===== src/rtl/gray_pointer_if.sv =====
// Pointer-controller port bundle: request and remote pointer in, address,
// exported pointer, flags and level out.
interface gray_pointer_if #(
  parameter int ADDRESS_SIZE = 4
);
  logic                    inc;
  logic [ADDRESS_SIZE:0]   remote_gray_pointer;
  logic [ADDRESS_SIZE-1:0] binary_address;
  logic [ADDRESS_SIZE:0]   gray_pointer;
  logic [ADDRESS_SIZE:0]   gray_pointer_next;
  logic                    status_flag;
  logic                    almost_flag;
  logic [ADDRESS_SIZE:0]   fill_level;
  logic                    reject_pulse;

  modport master (
    output inc, remote_gray_pointer,
    input  binary_address, gray_pointer, gray_pointer_next,
           status_flag, almost_flag, fill_level, reject_pulse
  );

  modport slave (
    input  inc, remote_gray_pointer,
    output binary_address, gray_pointer, gray_pointer_next,
           status_flag, almost_flag, fill_level, reject_pulse
  );
endinterface


===== src/rtl/gray_pointer_controller.sv =====
// Async-FIFO pointer controller: binary/gray pointer, remote pointer
// synchroniser and full (write side) or empty (read side) flag generation.
module gray_pointer_controller #(
  parameter int ADDRESS_SIZE     = 4,
  parameter int SYNC_STAGES      = 2,
  parameter int WRITE_SIDE       = 1,
  parameter int ALMOST_THRESHOLD = 2
) (
  input  logic           clk,
  input  logic           reset,
  gray_pointer_if.slave  bus
);
  localparam int PW    = ADDRESS_SIZE + 1;
  localparam int DEPTH = 1 << ADDRESS_SIZE;

  logic [PW-1:0] bin_q, bin_d;
  logic [PW-1:0] gray_q, gray_d;
  logic [PW-1:0] sync_q [SYNC_STAGES];
  logic [PW-1:0] sync_d [SYNC_STAGES];
  logic          status_q, status_d;
  logic          reject_q, reject_d;

  logic          accept;
  logic [PW-1:0] bin_next;
  logic [PW-1:0] gray_next;
  logic [PW-1:0] sync_gray;
  logic [PW-1:0] rbin;
  logic [PW-1:0] fill;
  logic          almost;
  logic          flag_hit;

  always_comb begin
    accept    = bus.inc & ~status_q;
    bin_next  = bin_q + {{ADDRESS_SIZE{1'b0}}, accept};
    gray_next = bin_next ^ (bin_next >> 1);
    sync_gray = sync_q[SYNC_STAGES-1];

    rbin = '0;
    for (int i = 0; i < PW; i++) rbin[i] = ^(sync_gray >> i);

    // Full when the pointers differ by exactly DEPTH: in gray that is the
    // top two bits inverted, the rest equal.
    if (WRITE_SIDE != 0) begin
      flag_hit = (gray_next == {~sync_gray[PW-1:PW-2], sync_gray[PW-3:0]});
      fill     = bin_q - rbin;
      almost   = (fill >= PW'(DEPTH - ALMOST_THRESHOLD));
    end else begin
      flag_hit = (gray_next == sync_gray);
      fill     = rbin - bin_q;
      almost   = (fill <= PW'(ALMOST_THRESHOLD));
    end
  end

  always_comb begin
    bin_d    = bin_next;
    gray_d   = gray_next;
    status_d = flag_hit;
    reject_d = bus.inc & status_q;
    sync_d[0] = bus.remote_gray_pointer;
    for (int i = 1; i < SYNC_STAGES; i++) sync_d[i] = sync_q[i-1];

    if (reset) begin
      bin_d    = '0;
      gray_d   = '0;
      status_d = (WRITE_SIDE == 0);
      reject_d = 1'b0;
      for (int i = 0; i < SYNC_STAGES; i++) sync_d[i] = '0;
    end
  end

  always_ff @(posedge clk) begin
    bin_q    <= bin_d;
    gray_q   <= gray_d;
    status_q <= status_d;
    reject_q <= reject_d;
    for (int i = 0; i < SYNC_STAGES; i++) sync_q[i] <= sync_d[i];
  end

  assign bus.binary_address    = bin_q[ADDRESS_SIZE-1:0];
  assign bus.gray_pointer      = gray_q;
  assign bus.gray_pointer_next = gray_next;
  assign bus.status_flag       = status_q;
  assign bus.almost_flag       = almost;
  assign bus.fill_level        = fill;
  assign bus.reject_pulse      = reject_q;
endmodule


===== src/flat_wrapper.sv =====
// flat-port wrapper written by rule: the top's interface ports become plain ports
module gray_pointer_controller_flat 
#(
  parameter int ADDRESS_SIZE     = 4,
  parameter int SYNC_STAGES      = 2,
  parameter int WRITE_SIDE       = 1,
  parameter int ALMOST_THRESHOLD = 2
)
  (clk, reset, bus_inc, bus_remote_gray_pointer, bus_binary_address, bus_gray_pointer, bus_gray_pointer_next, bus_status_flag, bus_almost_flag, bus_fill_level, bus_reject_pulse);
  gray_pointer_if #(.ADDRESS_SIZE(ADDRESS_SIZE)) bus_i ();
  input  logic clk;
  input  logic reset;
  input wire logic [$bits(bus_i.inc)-1:0] bus_inc;
  input wire logic [$bits(bus_i.remote_gray_pointer)-1:0] bus_remote_gray_pointer;
  output wire logic [$bits(bus_i.binary_address)-1:0] bus_binary_address;
  output wire logic [$bits(bus_i.gray_pointer)-1:0] bus_gray_pointer;
  output wire logic [$bits(bus_i.gray_pointer_next)-1:0] bus_gray_pointer_next;
  output wire logic [$bits(bus_i.status_flag)-1:0] bus_status_flag;
  output wire logic [$bits(bus_i.almost_flag)-1:0] bus_almost_flag;
  output wire logic [$bits(bus_i.fill_level)-1:0] bus_fill_level;
  output wire logic [$bits(bus_i.reject_pulse)-1:0] bus_reject_pulse;
  assign bus_i.inc = bus_inc;
  assign bus_i.remote_gray_pointer = bus_remote_gray_pointer;
  assign bus_binary_address = bus_i.binary_address;
  assign bus_gray_pointer = bus_i.gray_pointer;
  assign bus_gray_pointer_next = bus_i.gray_pointer_next;
  assign bus_status_flag = bus_i.status_flag;
  assign bus_almost_flag = bus_i.almost_flag;
  assign bus_fill_level = bus_i.fill_level;
  assign bus_reject_pulse = bus_i.reject_pulse;
  gray_pointer_controller #(.ADDRESS_SIZE(ADDRESS_SIZE), .SYNC_STAGES(SYNC_STAGES), .WRITE_SIDE(WRITE_SIDE), .ALMOST_THRESHOLD(ALMOST_THRESHOLD)) u_core (.clk(clk), .reset(reset), .bus(bus_i));
endmodule

===== config.mk =====
export PLATFORM = sky130hd
export DESIGN_NAME = gray_pointer_controller_flat
export DESIGN_NICKNAME = d
export VERILOG_FILES = /design/src/rtl/gray_pointer_if.sv /design/src/rtl/gray_pointer_controller.sv /design/src/flat_wrapper.sv
export SDC_FILE = /design/constraint.sdc
export NUM_CORES = 1
export LEC_CHECK = 0
export ABC_AREA = 1
export BUFFER_PORTS_ARGS = -buffer_cell sky130_fd_sc_hd__buf_2
export CELL_PAD_IN_SITES_DETAIL_PLACEMENT = 1
export CELL_PAD_IN_SITES_GLOBAL_PLACEMENT = 1
export CORE_AREA = 2 2 60 62
export DETAILED_ROUTE_END_ITERATION = 6
export DIE_AREA = 0 0 62 64
export PLACE_DENSITY = 0.78
export REMOVE_ABC_BUFFERS = 1
export SLEW_MARGIN = 10
export SYNTH_ARGS = -nofsm -noshare
export SYNTH_HDL_FRONTEND = slang
export SYNTH_SLANG_ARGS = --single-unit

===== constraint.sdc =====
create_clock -name clk -period 2.85 [get_ports clk]
set_input_delay 0.7125 -clock clk [delete_from_list [all_inputs] [get_ports clk]]
set_output_delay 0.7125 -clock clk [all_outputs]
set_load 0.005 [all_outputs]

==> results of run 1 <==
## stage by stage
stage          std cells  area, µm²  hold slack [ns]  total power [µW]  TNS (ns)
3_3_place_gp         242       1379           0.3912             506.6         0
2_1_floorplan        162       1139           0.3883             438.6         0
3_5_place_dp         242       1379           0.3996             519.8  -0.05098
5_1_grt              253       1529           0.4257             735.6   -0.9086
4_1_cts              251       1473           0.4097             682.0   -0.3780
6_report             253       1529           0.4057             682.9   -0.4412
## cells by family after synthesis
group | Yosys count | synth area share (%)
AND/OR/NAND/NOR | 85 | 32.32
XOR/XNOR | 9 | 8.134
AO/OA/AOI/OAI | 5 | 2.169
buffers and inverters | 38 | 12.69
adder cells (fa/ha/maj) | 7 | 8.243
flip-flops | 21 | 36.44
## critical path, cell delays in order, from the launching register on
cell and delay [ns]:
dfxtp_4 0.39, xnor2_4 0.16, buf_4 0.14, buf_6 0.10, buf_4 0.12, xor2_1 0.13, ha_1 0.33, a21oi_1 0.14
o21ai_1 0.10, xnor2_1 0.21, o21ai_1 0.08, buf_2 0.13
## where the power goes
part / internal [µW] / switching (µW)
combinational: 108 / 111
clock: 54.6 / 90.9
sequential: 306 / 11.9
total: 469 / 214
## placed cells by master (no fill, tap or decap), types with 3 or more instances in the layout
cell type   n
dfxtp_1    17
ha_1        3
xnor2_1     3
nand2_2     6
buf_4      11
nor2_1     24
a21oi_1     3
nand2_1    38
inv_1      34
buf_2      29
nand3_2     3
nand3_1    12
clkbuf_4    3
## metal layers
layer,GRT usage (%),vias up,wire length (µm)
met3,2.024,2,125
met2,29.56,24,1654
li1,-,575,-
met5,0,-,0
met1,19.05,558,1281
met4,6.117,0,21
## registers in the layout, summed over array words and instances (netlist names)
register	cells
u_core.sync_q	10
u_core.bus.gray_pointer	5
u_core.bin_q	4
u_core.bus.status_flag	1
u_core.bus.reject_pulse	1
## worst paths after layout
kind,endpoint,cells after the start
min reg2reg,u_core.sync_q[0][6]$_SDFF_PP0_,2
max reg2reg,u_core.bus.status_flag$_SDFF_PP0_,12
max,bus_almost_flag,11
min,u_core.sync_q[0][6]$_SDFF_PP0_,2
## cell type report
type | count | area (µm²)
Clock buffer | 4 | 26.28
Fill cell | 432 | 1755
Inverter | 35 | 131.4
Multi-Input combinational cell | 106 | 644.4
Sequential cell | 21 | 430.4
Tap cell | 46 | 57.56
Timing Repair Buffer | 41 | 239.0
## timing repair
item | CTS | global route
hold buffers | 0 | 0
cloned | 0 | 0
pin swaps | 6 | 5
setup buffers | 5 | 2
gates resized for setup | 10 | 8
endpoints found under the setup margin | 5 | 7
==> flow_metrics.env, run 1 <==
export IMPL_status="finished with violations"
export IMPL_failed_checks="negative setup slack"
export IMPL_syn_avg_cell_area_um2=6.992
export IMPL_dr_pass1_iters=4
export IMPL_synth_edff_count=0
export IMPL_worst_r2r_setup_slack_ns=1.13
export IMPL_synth_largest_area_cell="dfxtp_1"
export IMPL_cp_max_fo=4
export IMPL_ys_warnings_count=0
export IMPL_synth_distinct_cells=18
export IMPL_rsz0062_at_grt="yes"
export IMPL_grt_pass1_wl_mm=4.961
export IMPL_worstSetupStartpointType="flip-flop"
export IMPL_postRouteAntennaNets=0
export IMPL_wl_per_cell_um=12.18
export IMPL_h_tree_depth=1
export IMPL_clk_pin_slew_worst_paths_ns=0.12
export IMPL_wl_mm=3.082
export IMPL_num_nets_final=223
export IMPL_ys_top_cells_by_count="38 x nand2_1, 34 x inv_1, 24 x nor2_1, 21 x dfxtp_1, 12 x nand3_1"
export IMPL_utilization_pct=46.55
export IMPL_via_count=1159
export IMPL_yosysTopAreaCellShare_pct=36.44
export IMPL_ir_drop_mv=0.1741
export IMPL_synth_most_common_cell="nand2_1"
export IMPL_core_area_um2=3284
export IMPL_drt_first_iter_violations=18
export IMPL_min_from="u_core.sync_q[0][1]$_SDFF_PP0_"
export IMPL_critPathCaptureType="primary output"
export IMPL_cts_root_buf="clkbuf_4"
export IMPL_yosysSeqAreaShare_pct=36.44
export IMPL_grt_max_degree=22
export IMPL_cts_sinks=21
export IMPL_hp_class="reg2reg"
export IMPL_finalCritPeriodShare_pct=106.5
export IMPL_power_density_nw_per_um2=446.6
export IMPL_path_class="reg2out"
export IMPL_cts_buffer_depth=2
export IMPL_cts_buffers=3
export IMPL_cts_tree="yes"
export IMPL_postSynthCellCount=165
export IMPL_arrival_ns=2.32
export IMPL_port_buffer_count=29
export IMPL_max_slew_margin_pct=73.89
export IMPL_avgViaCountPerCell=4.581
export IMPL_finalHoldViolations=0
export IMPL_setup_ws_ns=-0.1866
export IMPL_clock_latency_ns=0.30
export IMPL_yosys_top_cells_area="dfxtp_1 36%, nand2_1 12%, inv_1 11%, nor2_1 7.8%, ha_1 6.5%"
export IMPL_reg2reg_from="u_core.bus.status_flag$_SDFF_PP0_"
export IMPL_maxCapViolCount=0
export IMPL_timing_final_max_slew_violations=0
export IMPL_gp_congestion=0.8295
export IMPL_fin_crit_ns=3.037
export IMPL_synth_area_um2=1154
export IMPL_remaining_drc_errors=0
export IMPL_setup_violations=3
export IMPL_final_setup_skew_ns=0.005017
export IMPL_grt_antenna_before_repair=0
export IMPL_power_leakage_uw=0.0008219
export IMPL_die_h_um=64
export IMPL_cp_required_ns=2.14
export IMPL_dp_slack_ns=-0.05098
export IMPL_area_growth_pct=32.54
export IMPL_synth_flop_cell="dfxtp_1"
export IMPL_dp_final_hpwl_mm=2.283
export IMPL_worst_pin_slew_ns=0.3917
export IMPL_drive_above_1_share_pct=31.40
export IMPL_async_flop_share_pct=0
export IMPL_grt_pass1_vias=1151
export IMPL_ioPinCount=30
export IMPL_grt_overflow_total=0
export IMPL_start_util_pct=35.12
export IMPL_die_w_um=62
export IMPL_max_freq_ghz=0.3293
export IMPL_num_rows=21
export IMPL_dieArea_um2=3968
export IMPL_crit_start="u_core.sync_q[0][8]$_SDFF_PP0_"
export IMPL_grt_usage_pct=16.49
export IMPL_ys_ff_latch=21
export IMPL_num_antenna_cells=0
No activity file was read; power rests on OpenSTA's default activity.
==> run 2, diff against run 1 <==
- CELL_PAD_IN_SITES_DETAIL_PLACEMENT: 1 -> 0
==> run 2 against run 1 <==
Against the previous run:
- the flow still finishes with violations (negative setup slack)
- flip-flop and latch count is the same
- power down 2.1%
- maximum frequency is 2.8% higher
- combinational power decreased by 6%
- sequential share of layout area is 0.66 points higher
- worst hold slack lost 0.0045 ns
- first-iteration DRC count is 28% lower
- critical path depth down 1
- die area unchanged
- cell area is 2.3% lower
- highest routed layer unchanged
==> flow_metrics.env, run 2 (synthesis gave the netlist of run 1 again) <==
export IMPL_multiInputGateArea_um2=624.3
export IMPL_dp_final_hpwl_mm=1.794
export IMPL_status="finished with violations"
export IMPL_finalHoldViolations=0
export IMPL_holdPathStages=2
export IMPL_max_freq_ghz=0.3385
export IMPL_area_sequential_um2=430.4
export IMPL_postRouteAntennaNets=0
export IMPL_dr_pass1_iters=4
export IMPL_fillers=355
export IMPL_final_common_cell="nand2_1"
export IMPL_reg2reg_from="u_core.bus.status_flag$_SDFF_PP0_"
export IMPL_routed_top_layer="met4"
export IMPL_dp_cells=242
export IMPL_maxCapViolCount=0
export IMPL_finalInstanceArea_um2=1494
export IMPL_cts_sinks=21
export IMPL_min_to="u_core.sync_q[0][9]$_SDFF_PP0_"
export IMPL_cp_required_ns=2.14
export IMPL_crit_start="u_core.sync_q[0][9]$_SDFF_PP0_"
export IMPL_clock_latency_ns=0.31
export IMPL_timing_rr_end="u_core.bus.status_flag$_SDFF_PP0_"
export IMPL_gp_congestion=0.8295
export IMPL_grt_overflow_total=0
export IMPL_die_w_um=62
export IMPL_drive_above_1_share_pct=29.76
export IMPL_via_count=1072
export IMPL_num_antenna_cells=0
export IMPL_critPathCaptureType="primary output"
export IMPL_routed_wl_met3_um=102
export IMPL_finalCritPeriodShare_pct=103.7
export IMPL_worst_r2r_setup_slack_ns=1.12
export IMPL_top_register="u_core.sync_q"
export IMPL_cp_max_fo=4
export IMPL_rsz0062_at_grt="yes"
export IMPL_placed_area_um2=1379
export IMPL_grt_usage_pct=13.65
export IMPL_port_buffer_count=29
export IMPL_dp_slack_ns=-0.02375
export IMPL_final_cell_mix="38 x nand2_1, 34 x inv_1, 29 x buf_2"
export IMPL_die_h_um=64
export IMPL_failed_checks="negative setup slack"
export IMPL_worstSetupStartpointType="flip-flop"
export IMPL_area_growth_pct=29.50
export IMPL_finalNonFillerCells=251
export IMPL_core_area_um2=3284
export IMPL_cts_buffers=3
export IMPL_cts_buffer_depth=2
export IMPL_clk_pin_slew_worst_paths_ns=0.11
export IMPL_max_slew_margin_pct=74.58
export IMPL_path_class="reg2out"
export IMPL_power_density_nw_per_um2=447.6
export IMPL_cts_root_buf="clkbuf_4"
export IMPL_num_rows=21
export IMPL_remaining_drc_errors=0
export IMPL_worst_pin_slew_ns=0.3813
export IMPL_drt_first_iter_violations=13
export IMPL_start_util_pct=35.12
export IMPL_cts_tree="yes"
export IMPL_ir_drop_mv=0.2155
export IMPL_grt_pass1_vias=996
export IMPL_min_from="u_core.sync_q[0][4]$_SDFF_PP0_"
export IMPL_hp_class="reg2reg"
export IMPL_avgViaCountPerCell=4.271
export IMPL_grt_pass1_wl_mm=4.126
export IMPL_worst_r2r_cell_count=12
export IMPL_h_tree_depth=1
export IMPL_arrival_ns=2.24
export IMPL_fin_crit_ns=2.954
export IMPL_wl_mm=2.389
export IMPL_finalPower_uw=668.7
export IMPL_met2_length_mm=1.163
export IMPL_largest_reg_flops=10
export IMPL_drt_met1_wl_mm=1.068
export IMPL_power_leakage_uw=0.0008098
export IMPL_setup_ws_ns=-0.1045
export IMPL_ioPinCount=30
export IMPL_wl_per_cell_um=9.518
export IMPL_final_setup_skew_ns=0.001791
export IMPL_timing_final_max_slew_violations=0
export IMPL_setup_violations=3
export IMPL_grt_antenna_before_repair=0
export IMPL_dieArea_um2=3968
export IMPL_num_nets_final=221
export IMPL_grt_max_degree=22
## run 2: cell count changes in the layout (fill, tap and decap cells not counted)
cell / previous run / this run
xor2_2: 1 / 0
ha_4: 1 / 0
buf_4: 11 / 9
xor2_1: 2 / 3
ha_1: 3 / 4
## run 2: routing by layer
metal,track usage [%],up-vias
li1,-,570
met1,17.16,474
met2,22.27,23
met3,1.822,5
met4,6.383,0
met5,0,-
## run 2: where the power goes
group / switching, µW / total, µW / leakage, µW / internal [µW]
combinational: 103 / 206 / 0.000620 / 103
sequential: 10.5 / 317 / 0.000174 / 306
clock: 91.5 / 146 / 0.0000150 / 54.7
## run 2: area by class of cell
type	count	share of cell area (%)
multi-input combinational	106	41.79
sequential	21	28.81
timing repair buffer	39	14.99
inverter	35	8.794
tap	46	3.853
clock buffer	4	1.759
## run 2: repair_timing
action                     4_1_cts  5_1_grt
hold buffers                     0        0
gates resized for setup          9        6
pin swaps                        4        5
buffers inserted                 5        1
setup endpoints to repair        5        5
## run 2: worst max-delay path, cell delays in order, from the launching register on
cell and delay [ns]:
dfxtp_4 0.38, xnor2_4 0.15, buf_4 0.14, buf_6 0.11
xor2_1 0.15, ha_1 0.34, a21oi_1 0.15, o21ai_1 0.10
xnor2_1 0.21, o21ai_1 0.07, buf_2 0.13
## run 2: how the worst max path moves through the flow
| stage | endpoint | slack, ns | depth (start not counted) |
|---|---|---|---|
| 6_report | bus_almost_flag | -0.10 | 10 |
| 5_1_grt | bus_almost_flag | -0.27 | 11 |
| 4_1_cts | bus_almost_flag | -0.14 | 11 |
| 3_5_place_dp | bus_almost_flag | -0.02 | 11 |
| 3_3_place_gp | bus_almost_flag | 0.03 | 11 |
| 2_1_floorplan | bus_almost_flag | 0.21 | 8 |
## run 2: stage by stage
| step | utilization, % | hold slack, ns | setup TNS (ns) |
|---|---|---|---|
| 3_5_place_dp | 41.98 | 0.3960 | -0.02375 |
| 6_report | 45.49 | 0.4013 | -0.2511 |
| 3_3_place_gp | 41.98 | 0.3912 | 0 |
| 4_1_cts | 44.80 | 0.4054 | -0.2957 |
| 2_1_floorplan | - | 0.3883 | 0 |
| 5_1_grt | 45.49 | 0.4271 | -0.7249 |
==> run 3, diff against run 2 <==
- ABC_AREA: 1 -> 0
- CORE_AREA: 2 2 60 62 -> 2 2 56 58
- DIE_AREA: 0 0 62 64 -> 0 0 58 60
- PLACE_DENSITY: 0.78 -> 0.77
- TNS_END_PERCENT: not set -> 10
==> run 3 against run 2 <==
Against the previous run:
- the flow still finishes with violations (negative setup slack)
- non-clock buffer count grew 2
- final cell count shrank 28%
- power grew 3.5%
- register-to-register slack lost 0.32 ns
- synthesized area shrank 10%
- critical endpoint unchanged
- highest routed layer unchanged
==> flow_metrics.env, run 3 <==
export IMPL_fillers=274
export IMPL_grt_overflow_total=0
export IMPL_wl_per_cell_um=11.64
export IMPL_synth_most_common_cell="dfxtp_1"
export IMPL_yosys_top_cells_area="dfxtp_1 40%, nor2b_1 11%, ha_1 7.2%, xor2_1 6.7%, xnor2_1 5.9%"
export IMPL_largest_reg_flops=10
export IMPL_max_slew_margin_pct=71.18
export IMPL_ys_warnings_count=0
export IMPL_worst_r2r_cell_count=8
export IMPL_synth_edff_count=0
export IMPL_path_class="reg2out"
export IMPL_gp_congestion=0.8238
export IMPL_ys_top_cells_by_count="21 x dfxtp_1, 18 x nor2b_1, 8 x inv_1, 8 x xor2_1, 7 x xnor2_1"
export IMPL_synth_distinct_cells=29
export IMPL_ioPinCount=30
export IMPL_utilization_pct=48.66
export IMPL_crit_top_cell="xor2_1"
export IMPL_cts_buffers=3
export IMPL_start_util_pct=35.78
export IMPL_setup_ws_ns=-0.4430
export IMPL_port_buffer_count=29
export IMPL_cpPeakStageDelay_ns=0.38
export IMPL_clk_pin_slew_worst_paths_ns=0.11
export IMPL_cts_buffer_depth=2
export IMPL_wl_mm=2.106
export IMPL_die_h_um=60
export IMPL_grt_usage_pct=12.86
export IMPL_yosysTopAreaCellShare_pct=40.48
export IMPL_num_antenna_cells=0
export IMPL_crit_cells=11
export IMPL_worstSetupStartpointType="flip-flop"
export IMPL_syn_avg_cell_area_um2=9.797
export IMPL_crit_family="XOR/XNOR gates"
export IMPL_dr_pass1_iters=2
export IMPL_cp_max_fo=2
export IMPL_num_rows=20
export IMPL_worst_path_max_delay_cell="fa_2"
export IMPL_maxCapViolCount=0
export IMPL_postSynthCellCount=106
export IMPL_clock_latency_ns=0.30
export IMPL_power_leakage_uw=0.0006619
export IMPL_grt_antenna_before_repair=0
export IMPL_dp_final_hpwl_mm=1.583
export IMPL_holdPathStages=1
export IMPL_final_cell_mix="28 x buf_2, 19 x dfxtp_1, 16 x nor2b_1"
export IMPL_die_w_um=58
export IMPL_grt_pass1_vias=753
export IMPL_grt_max_degree=23
export IMPL_dp_slack_ns=-0.3068
export IMPL_cp_required_ns=2.14
export IMPL_cts_hold_fix_buffers=0
export IMPL_grt_pass1_wl_mm=3.401
export IMPL_h_tree_depth=1
export IMPL_timing_final_max_slew_violations=0
export IMPL_drt_first_iter_violations=23
export IMPL_via_count=827
export IMPL_fin_crit_ns=3.293
export IMPL_final_setup_skew_ns=0.004646
export IMPL_finalCritPeriodShare_pct=115.5
export IMPL_area_growth_pct=36.02
export IMPL_cts_sinks=21
export IMPL_holdWs_ns=0.4461
export IMPL_hp_class="reg2reg"
export IMPL_critPathCaptureType="primary output"
export IMPL_postRouteAntennaNets=0
export IMPL_ys_ff_latch=21
export IMPL_yosysSeqAreaShare_pct=40.48
export IMPL_cts_root_buf="clkbuf_4"
export IMPL_finalHoldViolations=0
export IMPL_critical_path_buf_inv_count=1
export IMPL_cts_tree="yes"
export IMPL_async_flop_share_pct=0
export IMPL_worst_pin_slew_ns=0.4308
export IMPL_ir_drop_mv=0.3143
export IMPL_failed_checks="negative setup slack"
export IMPL_final_common_cell="buf_2"
export IMPL_synth_area_um2=1038
export IMPL_remaining_drc_errors=0
export IMPL_power_density_nw_per_um2=490.1
export IMPL_max_freq_ghz=0.3037
export IMPL_synth_flop_cell="dfxtp_1"
export IMPL_drive_above_1_share_pct=45.27
export IMPL_finalPower_uw=692.4
export IMPL_rsz0062_at_grt="yes"
export IMPL_core_area_um2=2903
export IMPL_status="finished with violations"
export IMPL_avgViaCountPerCell=4.569
export IMPL_path_cells="xnor2_2 -> xor2_1 -> xor2_1 -> xnor2_1 -> ha_2 -> fa_2 -> nor2b_2 -> o21ai_2 -> and3_4 -> o32ai_2 -> buf_2"
export IMPL_top_register="u_core.sync_q"
export IMPL_num_nets_final=164
export IMPL_synth_largest_area_cell="dfxtp_1"
export IMPL_setup_violations=6
export IMPL_arrival_ns=2.58
export IMPL_dieArea_um2=3480
[run 3: changes by cell type in the layout (fill, tap and decap cells not counted), moves of 5 or more]
cell / change
nand2_1: -35
nand3_1: -10
xor2_1: +5
nor2b_1: +16
inv_1: -28
nand2_2: -6
nor2_1: -18
[run 3: layout make-up]
| cell class | instances | area, µm² | share of cell area [%] |
|---|---|---|---|
| Inverter | 8 | 30.03 | 2.126 |
| Tap cell | 33 | 41.29 | 2.923 |
| Sequential cell | 21 | 422.9 | 29.94 |
| Clock buffer | 4 | 26.28 | 1.860 |
| Multi-Input combinational cell | 74 | 650.6 | 46.06 |
| Timing Repair Buffer | 41 | 241.5 | 17.09 |
[run 3: per-stage QoR]
stage	instance area (µm²)	instances	setup TNS, ns
floorplan	1023	103	-0.1506
detailed placement	1285	175	-0.7197
CTS	1334	180	-1.601
global route	1413	181	-2.309
global placement	1285	175	-0.4721
finish	1413	181	-1.449
[run 3: path summary, 6_finish.rpt]
path / from / end / slack, ns
worst max-delay path: u_core.sync_q[0][8]$_SDFF_PP0_ / bus_almost_flag / -0.44
worst min-delay path: u_core.sync_q[0][4]$_SDFF_PP0_ / u_core.sync_q[0][9]$_SDFF_PP0_ / 0.45
worst max register to register: u_core.bus.status_flag$_SDFF_PP0_ / u_core.bus.status_flag$_SDFF_PP0_ / 0.80
worst min register to register: u_core.sync_q[0][4]$_SDFF_PP0_ / u_core.sync_q[0][9]$_SDFF_PP0_ / 0.45
[run 3: what timing repair did]
item                       in CTS  in global routing
resized for setup              11                 14
pin swaps                       8                  7
setup endpoints to repair       6                  8
buffers inserted                1                  1
gates cloned                    0                  0
[run 3: logic make-up after synthesis]
logic type / share of synthesized area (%)
buffers and inverters: 4.338
and+or+nand+nor: 20.36
AOI/OAI and AO/OA: 9.278
DFF: 40.48
adders and majority gates: 9.157
xor gates and xnor gates: 16.39
[run 3: where the power goes]
group	internal, µW	switching, µW
sequential	308	10.0
combinational	129	103
clock	54.6	88.6
[run 3: per-layer routing]
metal	up-vias	share of wire (%)	track usage, %
li1	435	-	-
met1	368	43	15.81
met2	22	52	21.92
met3	2	4.7	1.948
met4	0	0.71	6.312
met5	-	0	0
[run 3: worst register-to-register path, delay by kind of cell (launching register included)]
kind            cells  cell delay, ns
simple gates        1            0.05
buf+inv             1            0.13
flops               1            0.37
fa+ha+maj           2            0.34
compound gates      2            0.44
xor+xnor            2            0.63
